===== src/rtl/cpu_encode.sv =====
// Streaming RV32I instruction encoder: packs decoded instruction fields back
// into 32-bit words and tags each with a sequential instruction-memory address.
module cpu_encode #(
  parameter int unsigned DEPTH_W   = 10,
  parameter int unsigned BASE_ADDR = 0
) (
  input  logic               i_clk,
  input  logic               i_rst_n,
  input  logic               i_clear,
  input  logic               i_valid,
  output logic               o_ready,
  input  logic [6:0]         i_op,
  input  logic [4:0]         i_rd,
  input  logic [4:0]         i_rs1,
  input  logic [4:0]         i_rs2,
  input  logic [9:0]         i_func,
  input  logic [19:0]        i_imm,
  output logic               o_inst_valid,
  input  logic               i_inst_ready,
  output logic [31:0]        o_inst,
  output logic [DEPTH_W-1:0] o_addr,
  output logic               o_full,
  output logic               o_err,
  output logic [7:0]         o_err_count,
  output logic [DEPTH_W:0]   o_word_count
);

  localparam int unsigned CNT_W = DEPTH_W + 1;
  localparam logic [CNT_W-1:0]   LAST_CNT = CNT_W'(2**DEPTH_W - 1);
  localparam logic [DEPTH_W-1:0] BASE     = DEPTH_W'(BASE_ADDR);

  typedef enum logic {RUN = 1'b0, FULL = 1'b1} state_t;
  typedef enum logic [2:0] {F_R, F_I, F_S, F_B, F_U, F_J, F_BAD} fmt_t;

  state_t      state;
  fmt_t        fmt;
  logic [31:0] word;
  logic        encodable;
  logic        imm_ok;
  logic        accept;

  // Stalled in FULL, behind a held word, or while a clear is in progress.
  assign o_ready = (state == RUN) && (!o_inst_valid || i_inst_ready) && !i_clear;
  assign accept  = i_valid && o_ready;
  assign o_full  = (state == FULL);

  // Format selection and field packing.
  always_comb begin
    fmt       = F_BAD;
    word      = '0;
    encodable = 1'b0;
    imm_ok    = (i_imm[19:12] == {8{i_imm[11]}});
    case (i_op)
      7'b0110111, 7'b0010111: fmt = F_U;
      7'b1101111:             fmt = F_J;
      7'b1100011:             fmt = F_B;
      7'b0100011:             fmt = F_S;
      7'b0110011:             fmt = F_R;
      7'b1100111, 7'b0000011, 7'b0010011, 7'b0001111, 7'b1110011: fmt = F_I;
      default:                fmt = F_BAD;
    endcase
    case (fmt)
      F_R: begin
        word      = {i_func[9:3], i_rs2, i_rs1, i_func[2:0], i_rd, i_op};
        encodable = 1'b1;
      end
      F_I: begin
        word      = {i_imm[11:0], i_rs1, i_func[2:0], i_rd, i_op};
        encodable = imm_ok;
      end
      F_S: begin
        word      = {i_imm[11:5], i_rs2, i_rs1, i_func[2:0], i_imm[4:0], i_op};
        encodable = imm_ok;
      end
      F_B: begin
        word      = {i_imm[11], i_imm[9:4], i_rs2, i_rs1, i_func[2:0],
                     i_imm[3:0], i_imm[10], i_op};
        encodable = imm_ok;
      end
      F_U: begin
        word      = {i_imm, i_rd, i_op};
        encodable = 1'b1;
      end
      F_J: begin
        word      = {i_imm[19], i_imm[9:0], i_imm[10], i_imm[18:11], i_rd, i_op};
        encodable = 1'b1;
      end
      default: begin
        word      = '0;
        encodable = 1'b0;
      end
    endcase
  end

  // Output register, counters and RUN/FULL state.
  always_ff @(posedge i_clk or negedge i_rst_n) begin
    if (!i_rst_n) begin
      state        <= RUN;
      o_inst_valid <= 1'b0;
      o_inst       <= '0;
      o_addr       <= '0;
      o_err        <= 1'b0;
      o_err_count  <= '0;
      o_word_count <= '0;
    end else if (i_clear) begin
      state        <= RUN;
      o_inst_valid <= 1'b0;
      o_err        <= 1'b0;
      o_err_count  <= '0;
      o_word_count <= '0;
    end else begin
      if (o_inst_valid && i_inst_ready) begin
        o_inst_valid <= 1'b0;
      end
      if (accept && encodable) begin
        o_inst_valid <= 1'b1;
        o_inst       <= word;
        o_addr       <= BASE + o_word_count[DEPTH_W-1:0];
        o_word_count <= o_word_count + CNT_W'(1);
        if (o_word_count == LAST_CNT) begin
          state <= FULL;
        end
      end else if (accept) begin
        o_err <= 1'b1;
        if (o_err_count != 8'hFF) begin
          o_err_count <= o_err_count + 8'd1;
        end
      end
    end
  end

endmodule

===== config.mk =====
export PLATFORM = sky130hd
export DESIGN_NAME = cpu_encode
export DESIGN_NICKNAME = d
export VERILOG_FILES = /design/src/rtl/cpu_encode.sv
export SDC_FILE = /design/constraint.sdc
export NUM_CORES = 1
export LEC_CHECK = 0
export ABC_CLOCK_PERIOD_IN_PS = 3500
export BUFFER_PORTS_ARGS = -buffer_cell sky130_fd_sc_hd__clkbuf_2
export CAP_MARGIN = 10
export CORE_MARGIN = 2
export CORE_UTILIZATION = 31
export CTS_BUF_LIST = sky130_fd_sc_hd__clkbuf_8
export CTS_CLUSTER_DIAMETER = 60
export DETAILED_ROUTE_END_ITERATION = 16
export PLACE_DENSITY_LB_ADDON = 0.25
export SETUP_SLACK_MARGIN = 0.02
export SLEW_MARGIN = 0
export SYNTH_ARGS = -nofsm -noshare
export SYNTH_HDL_FRONTEND = slang
export SYNTH_SLANG_ARGS = --single-unit

===== constraint.sdc =====
create_clock -name i_clk -period 3.5 [get_ports i_clk]
set_clock_uncertainty 0.1 [all_clocks]
set_input_delay 0.7 -clock i_clk [delete_from_list [all_inputs] [get_ports i_clk]]
set_output_delay 0.7 -clock i_clk [all_outputs]
set_load 0.03 [all_outputs]

Word level (Yosys, flattened, before mapping)

Cells that the tools add are included.

Equality and inequality tests: 20
Muxes and demuxes: 18
Bitwise gates (word level): 2
Reductions and logical operators: 22
Add/sub/neg operators: 2

Operators by type and width:

| operator                                                          | number |
|---|---|
| 32-bit case mux with 6 select lines                               | 1 |
| 8-bit 2-to-1 mux                                                  | 4 |
| 7-bit == test, second input constant                              | 4 |
| 11-bit 2-to-1 mux                                                 | 2 |
| 7-bit by 6-bit == test with 1-bit output, second input constant   | 3 |
| 3-bit case mux with 6 select lines                                | 1 |
| 7-bit by 5-bit == test with 1-bit output, second input constant   | 2 |
| 11-bit by 1-bit adder with 11-bit output, second input constant   | 1 |
| 11-bit by 10-bit == test with 1-bit output, second input constant | 1 |
| 1-bit 2-to-1 mux                                                  | 9 |
| 8-bit by 1-bit adder with 8-bit output, second input constant     | 1 |
| 8-bit == test                                                     | 1 |
| 8-bit != test, second input constant                              | 1 |
| 2-bit nonzero test                                                | 4 |
| 7-bit by 2-bit == test with 1-bit output, second input constant   | 1 |
| 7-bit by 4-bit == test with 1-bit output, second input constant   | 1 |
| 3-bit by 2-bit == test with 1-bit output, second input constant   | 2 |
| 3-bit == test, second input constant                              | 2 |
| 2-bit AND reduction                                               | 3 |
| 3-bit OR reduction                                                | 2 |
| 1-bit logical AND                                                 | 5 |
| 5-bit OR reduction                                                | 1 |
| 3-bit by 1-bit == test with 1-bit output, second input constant   | 1 |
| 3-bit zero test                                                   | 1 |
| other kinds (8)                                                   | 10 |

Logic and storage cells: 71
Bits of input ports: 57
Register bits: 64
Output and inout bits: 65

Depth between registers and ports, before layout

Depth in word-level cells: 9
Mapped depth: 9
Depth with buffers taken out: 7

Least setup slack after synthesis

Ideal clock, no wire load.

Kind: in2reg
From: input i_imm[13]
To: register o_inst[2]
Arrival: 2.514 ns
Library setup time: 0.125 ns
Stages: 7
Path buffers: 1
Path slack: 0.761 ns
Required time: 3.275 ns
Cell sequence: or4_1 > nor4_2 > a211oi_1 > o22a_4 > nor2_2 > buf_2 > mux2_2

Word-level cells in the longest chain between the ends: 4

RTL lines:

| element                              | RTL line | text |
|---|---|---|
| from (decl)                          | 17       | `input logic [19:0] i_imm,` |
| 8-bit == test                        | 52       | `imm_ok = (i_imm[19:12] == {8{i_imm[11]}});` |
| 1-bit case mux with 2 select lines   | 62       | `case (fmt)` |
| 1-bit logical AND                    | 115      | `if (accept && encodable) begin` |
| 2-bit AND reduction (no source line) | n/a      |  |
| to (signal assigned)                 | 117      | `o_inst <= word;` |
| to (decl)                            | 20       | `output logic [31:0] o_inst,` |

No other way between the ends.
A chain may end at the register's enable or synchronous reset.

Worst setup path after layout

From: input i_imm[13]
To: register o_addr[3]

Word-level cells in the longest chain between the ends: 4

RTL lines:

| element                              | RTL line | text |
|---|---|---|
| 8-bit == test                        | 52       |  |
| 1-bit case mux with 2 select lines   | 62       |  |
| 1-bit logical AND                    | 115      |  |
| 2-bit AND reduction (no source line) | n/a      |  |
| to (signal assigned)                 | 118      | `o_addr <= BASE + o_word_count[DEPTH_W-1:0];` |
| to (decl)                            | 21       | `output logic [DEPTH_W-1:0] o_addr,` |

No other way between the ends.

==> impl_summary.txt <==
----------------------------------------------------
[Detailed routing]
  Highest routing layer actually used ... met4
  Wirelength, routed ... 10900 um
  Final routed DRC violation total ... 0
  Vias after detailed routing ... ~3400
  Remaining number of nets flagged by the antenna check after routing ... 0
  Average wire per cell in the routed design ... approximately 18 um
  DRC violation total after the first TritonRoute iteration ... 376
  Number of detailed-route iterations in the first pass ... 10
  Vias/cell ... 5.70
  Detail Route met3 WL ... around 670 um
  Amount of wire on met2 after detailed routing ... 5130 um
  Wire length the detailed router placed on met1 ... between 4000 and 5000 um

[CTS]
  Number of gates given a new drive strength after cts ... 0
  Buffer type at the clock tree root ... clkbuf_8
  Buffers inserted by post-CTS timing repair ... 0
  Sinks on the clock net ... 64
  Clock latency on the worst-skew pair ... 0.34 ns
  Clock-pin slew on the worst setup and hold paths ... 0.07 ns
  Max H-tree Level ... 3
  CTS tree ... done
  Quantity of hold-fixing buffers added after cts ... 0
  Clock buffer depth ... 2
  TritonCTS buffer count ... 9

[Placed design]
  Final Wtd Congestion ... 0.946
  Placed wire-length estimate ... 7840 um
  Post-Place Cells ... 587
  Post-placement cell area ... between 4000 and 5000 um2
  Input/output buffers ... 121

[Synthesis]
  Share of cell area taken by muxes after synthesis ... 0.0474
  Fraction of registers with async set/reset ... 1.00
  Synth Warn # ... 0
  Most common flop cell mapped by yosys ... dfrtp_1
  Share of the yosys chip area belonging to registers ... 0.481
  Synth cell types ... 41
  Adder and majority cell fraction of the synthesized area ... 0.00752
  Post-synthesis instance total ... 338
  Compound-Gate Fraction of Synth Area ... 0.268
  Cell types occupying the most area after synthesis ... dfrtp_1, a21oi_1, a222oi_1, mux2_2, o31ai_1
  Cell type with the largest total area after synthesis ... dfrtp_1
  Dominant combinational cell family by area after synthesis ... compound AO/OA/AOI/OAI gates
  Fraction of the mapped netlist area in simple logic gates ... 0.155
  Xor and xnor fraction of the mapped netlist area ... 0
  Synthesized cell area ... 3330 um2
  Post-synth EDFFs ... 0
  Synthesized net count ... 397
  Synthesis-stage register bit count ... 64
  Syn avg cell area ... 9.85 um2
  Share of Yosys cell area claimed by the top area cell type ... 0.481

[Setup path]
  Worst EP arrival ... 2.83 ns
  Crit path max-delay cell type ... or4_1
  Peak per-stage delay on the critical path ... 0.56 ns
  Req. time, crit path ... 3.63 ns
  Series of cell instances along the critical path ... clkbuf_2 > or4_1 > nor4_2 > a211oi_1 > o22a_4 > nor2_4 > buf_4 > mux2_2
  Sort of element at the end of the critical path ... flip-flop
  Worst Setup Start Kind ... input pin
  Highest net fanout along the worst path ... 26
  Critical path buffer and inverter count ... 2
  Family with the most delay on the worst path ... simple AND/OR/NAND/NOR gates
  Critical path start-end classification ... in2reg

[GRT]
  Antenna violations before repair ... 0
  GRT Resource Usage Total ... 0.188
  First-pass GRT wire length ... 17000 um
  Maximum number of pins on one net before global-route repair ... 28
  Global route total overflow ... 0
  Vias in the first global route ... 3300

[Outcome]
  Result of the run ... complete, no violations

[Timing]
  Fmax ... 370 MHz
  Worst-case headroom to the max-slew limit ... 0.533
  Setup_tns ... 0 ns
  Hold violation count in the final report ... 0
  Transition time at the pin with the least slew margin ... approximately 0.70 ns
  Setup repair after global routing missed its margin ... false
  Share of the cycle needed by the critical path after routing ... 0.772
  Pins over their slew limit ... 0
  # setup viols final ... 0
  Final critical delay including setup and external delays ... 2.70 ns

[Min path]
  Hold/Removal Path Class ... in2async

[Final layout]
  ANT cells ... 0
  Final #Nets ... about 520
  Layout-stage area growth over the synthesis result ... 29.4%
  Count of filler cells inserted in the layout ... 1071
  Post-layout util ... 0.415
  Final cell area excluding filler cells ... 4310 um2
  Number of non-filler instances in the completed layout ... 602
  Share of post-route cells with drive strength above 1 ... 0.373

[Floorplan]
  Top-level I/O count ... 122
  Die Ht ... 108 um
  Starting density of the core ... 0.321
  Chip Width ... 108 um
  Total number of placement rows ... 37
  Area of the core region ... 10400 um2
  Die area ... 11600 um2

[Power and ir drop]
  Pwr/cell area ... slightly above 400 nW/um2
  Leak pwr ... 2.02 nW
  Max IR drop VDD ... 0.000131 V

[Job]
  Max-cap violations ... 0

----------------------------------------------------
## power breakdown
part           internal, mW  total, mW  switching (mW)
logic                0.0990      0.317           0.218
registers             0.784      0.813          0.0292
clock network         0.338      0.627           0.289
total                  1.22       1.76           0.536
## metrics by stage
step / setup WS [ns] / total power, mW / hold slack [ns]
floorplan: 0.761 / 1.00 / 0.304
detailed placement: 0.441 / 1.14 / 0.364
CTS: 0.802 / 1.77 / 0.249
finish: 0.798 / 1.76 / 0.241
global placement: 0.476 / 1.14 / 0.362
global route: 0.721 / 1.84 / 0.272
## area by class of cell
type / count / area [um2] / share of cell area
Sequential cell: 64 / 1600 / 0.372
Tap cell: 136 / 170 / 0.0395
Clock inverter: 5 / 48.8 / 0.0113
Multi-Input combinational cell: 243 / 1600 / 0.372
Inverter: 9 / 33.8 / 0.00785
Clock buffer: 10 / 138 / 0.0320
Timing Repair Buffer: 135 / 711 / 0.165
## flip-flops by register name, summed over array words and instances, names as in the netlist
signal / flops
o_addr: 10
o_inst_valid: 1
o_err: 1
o_err_count: 8
o_word_count: 11
o_inst: 32
o_full: 1
## cell families (layout without fill, tap and decap cells)
group,count (synthesis),in the layout
AO/OA/AOI/OAI,135,135
buffers and inverters,31,159
flip-flops,64,64
adder cells (fa/ha/maj),2,2
multiplexers,14,14
AND/OR/NAND/NOR,92,92
## layer usage
metal | global-route usage | vias up
met5 | 0 | -
met4 | 0.0842 | 0
met3 | 0.0351 | 24
met2 | 0.283 | 138
met1 | 0.261 | 1683
li1 | - | 1588
## Yosys cell counts, types with 3 or more instances
cell,instances
o21ai_0,14
clkbuf_1,12
buf_2,9
or3_1,6
a31oi_1,11
and3_1,5
nor2_1,8
a21oi_1,60
a222oi_1,24
nand2_1,20
or2_2,5
and2_1,5
nand4_1,4
nor3_1,3
inv_1,9
dfrtp_1,64
mux2_2,14
o31ai_1,12
nand3_1,14
or4_1,12
## cells in the final DEF, fill, tap and decap left out, types with 2 or more instances in the layout
cell type  count
a21oi_1       60
inv_1         10
nor2_1         8
o21ai_0       14
buf_4         14
a222oi_1      24
clkbuf_2     120
a211oi_1       2
a22oi_1        2
a31oi_1       11
nand3_1       14
a21o_1         2
dfrtp_1       64
nand4_1        4
nor3_1         3
nand2b_1       2
nor2b_1        2
mux2_2        14
o31ai_1       12
ha_1           2
or2_2          5
and3_1         5
clkbuf_8      10
clkinv_2       3
or3_1          6
nand2_1       20
and2_1         5
or4_1         12
## path summary, 6_finish.rpt
kind | endpoint | from | cells past startpoint | slack (ns)
min | o_addr[4] | i_rst_n | 1 | 0.24
min reg2reg | o_inst[1] | o_inst[1] | 1 | 0.38
max reg2reg | o_word_count[9] | o_full | 6 | 1.26
min in group i_clk | o_inst[1] | o_inst[1] | 1 | 0.38
max | o_addr[3] | i_imm[13] | 8 | 0.80
max in group asynchronous | o_err_count[1] | i_rst_n | 2 | 2.34
## worst reg2reg max path, delay by kind of cell, from the launching register on
kind	cells	cell delay [ns]
flip-flops	1	0.41
AO/OA/AOI/OAI	1	0.15
AND/OR/NAND/NOR	5	1.49
Power figures use the tool's default switching activity.
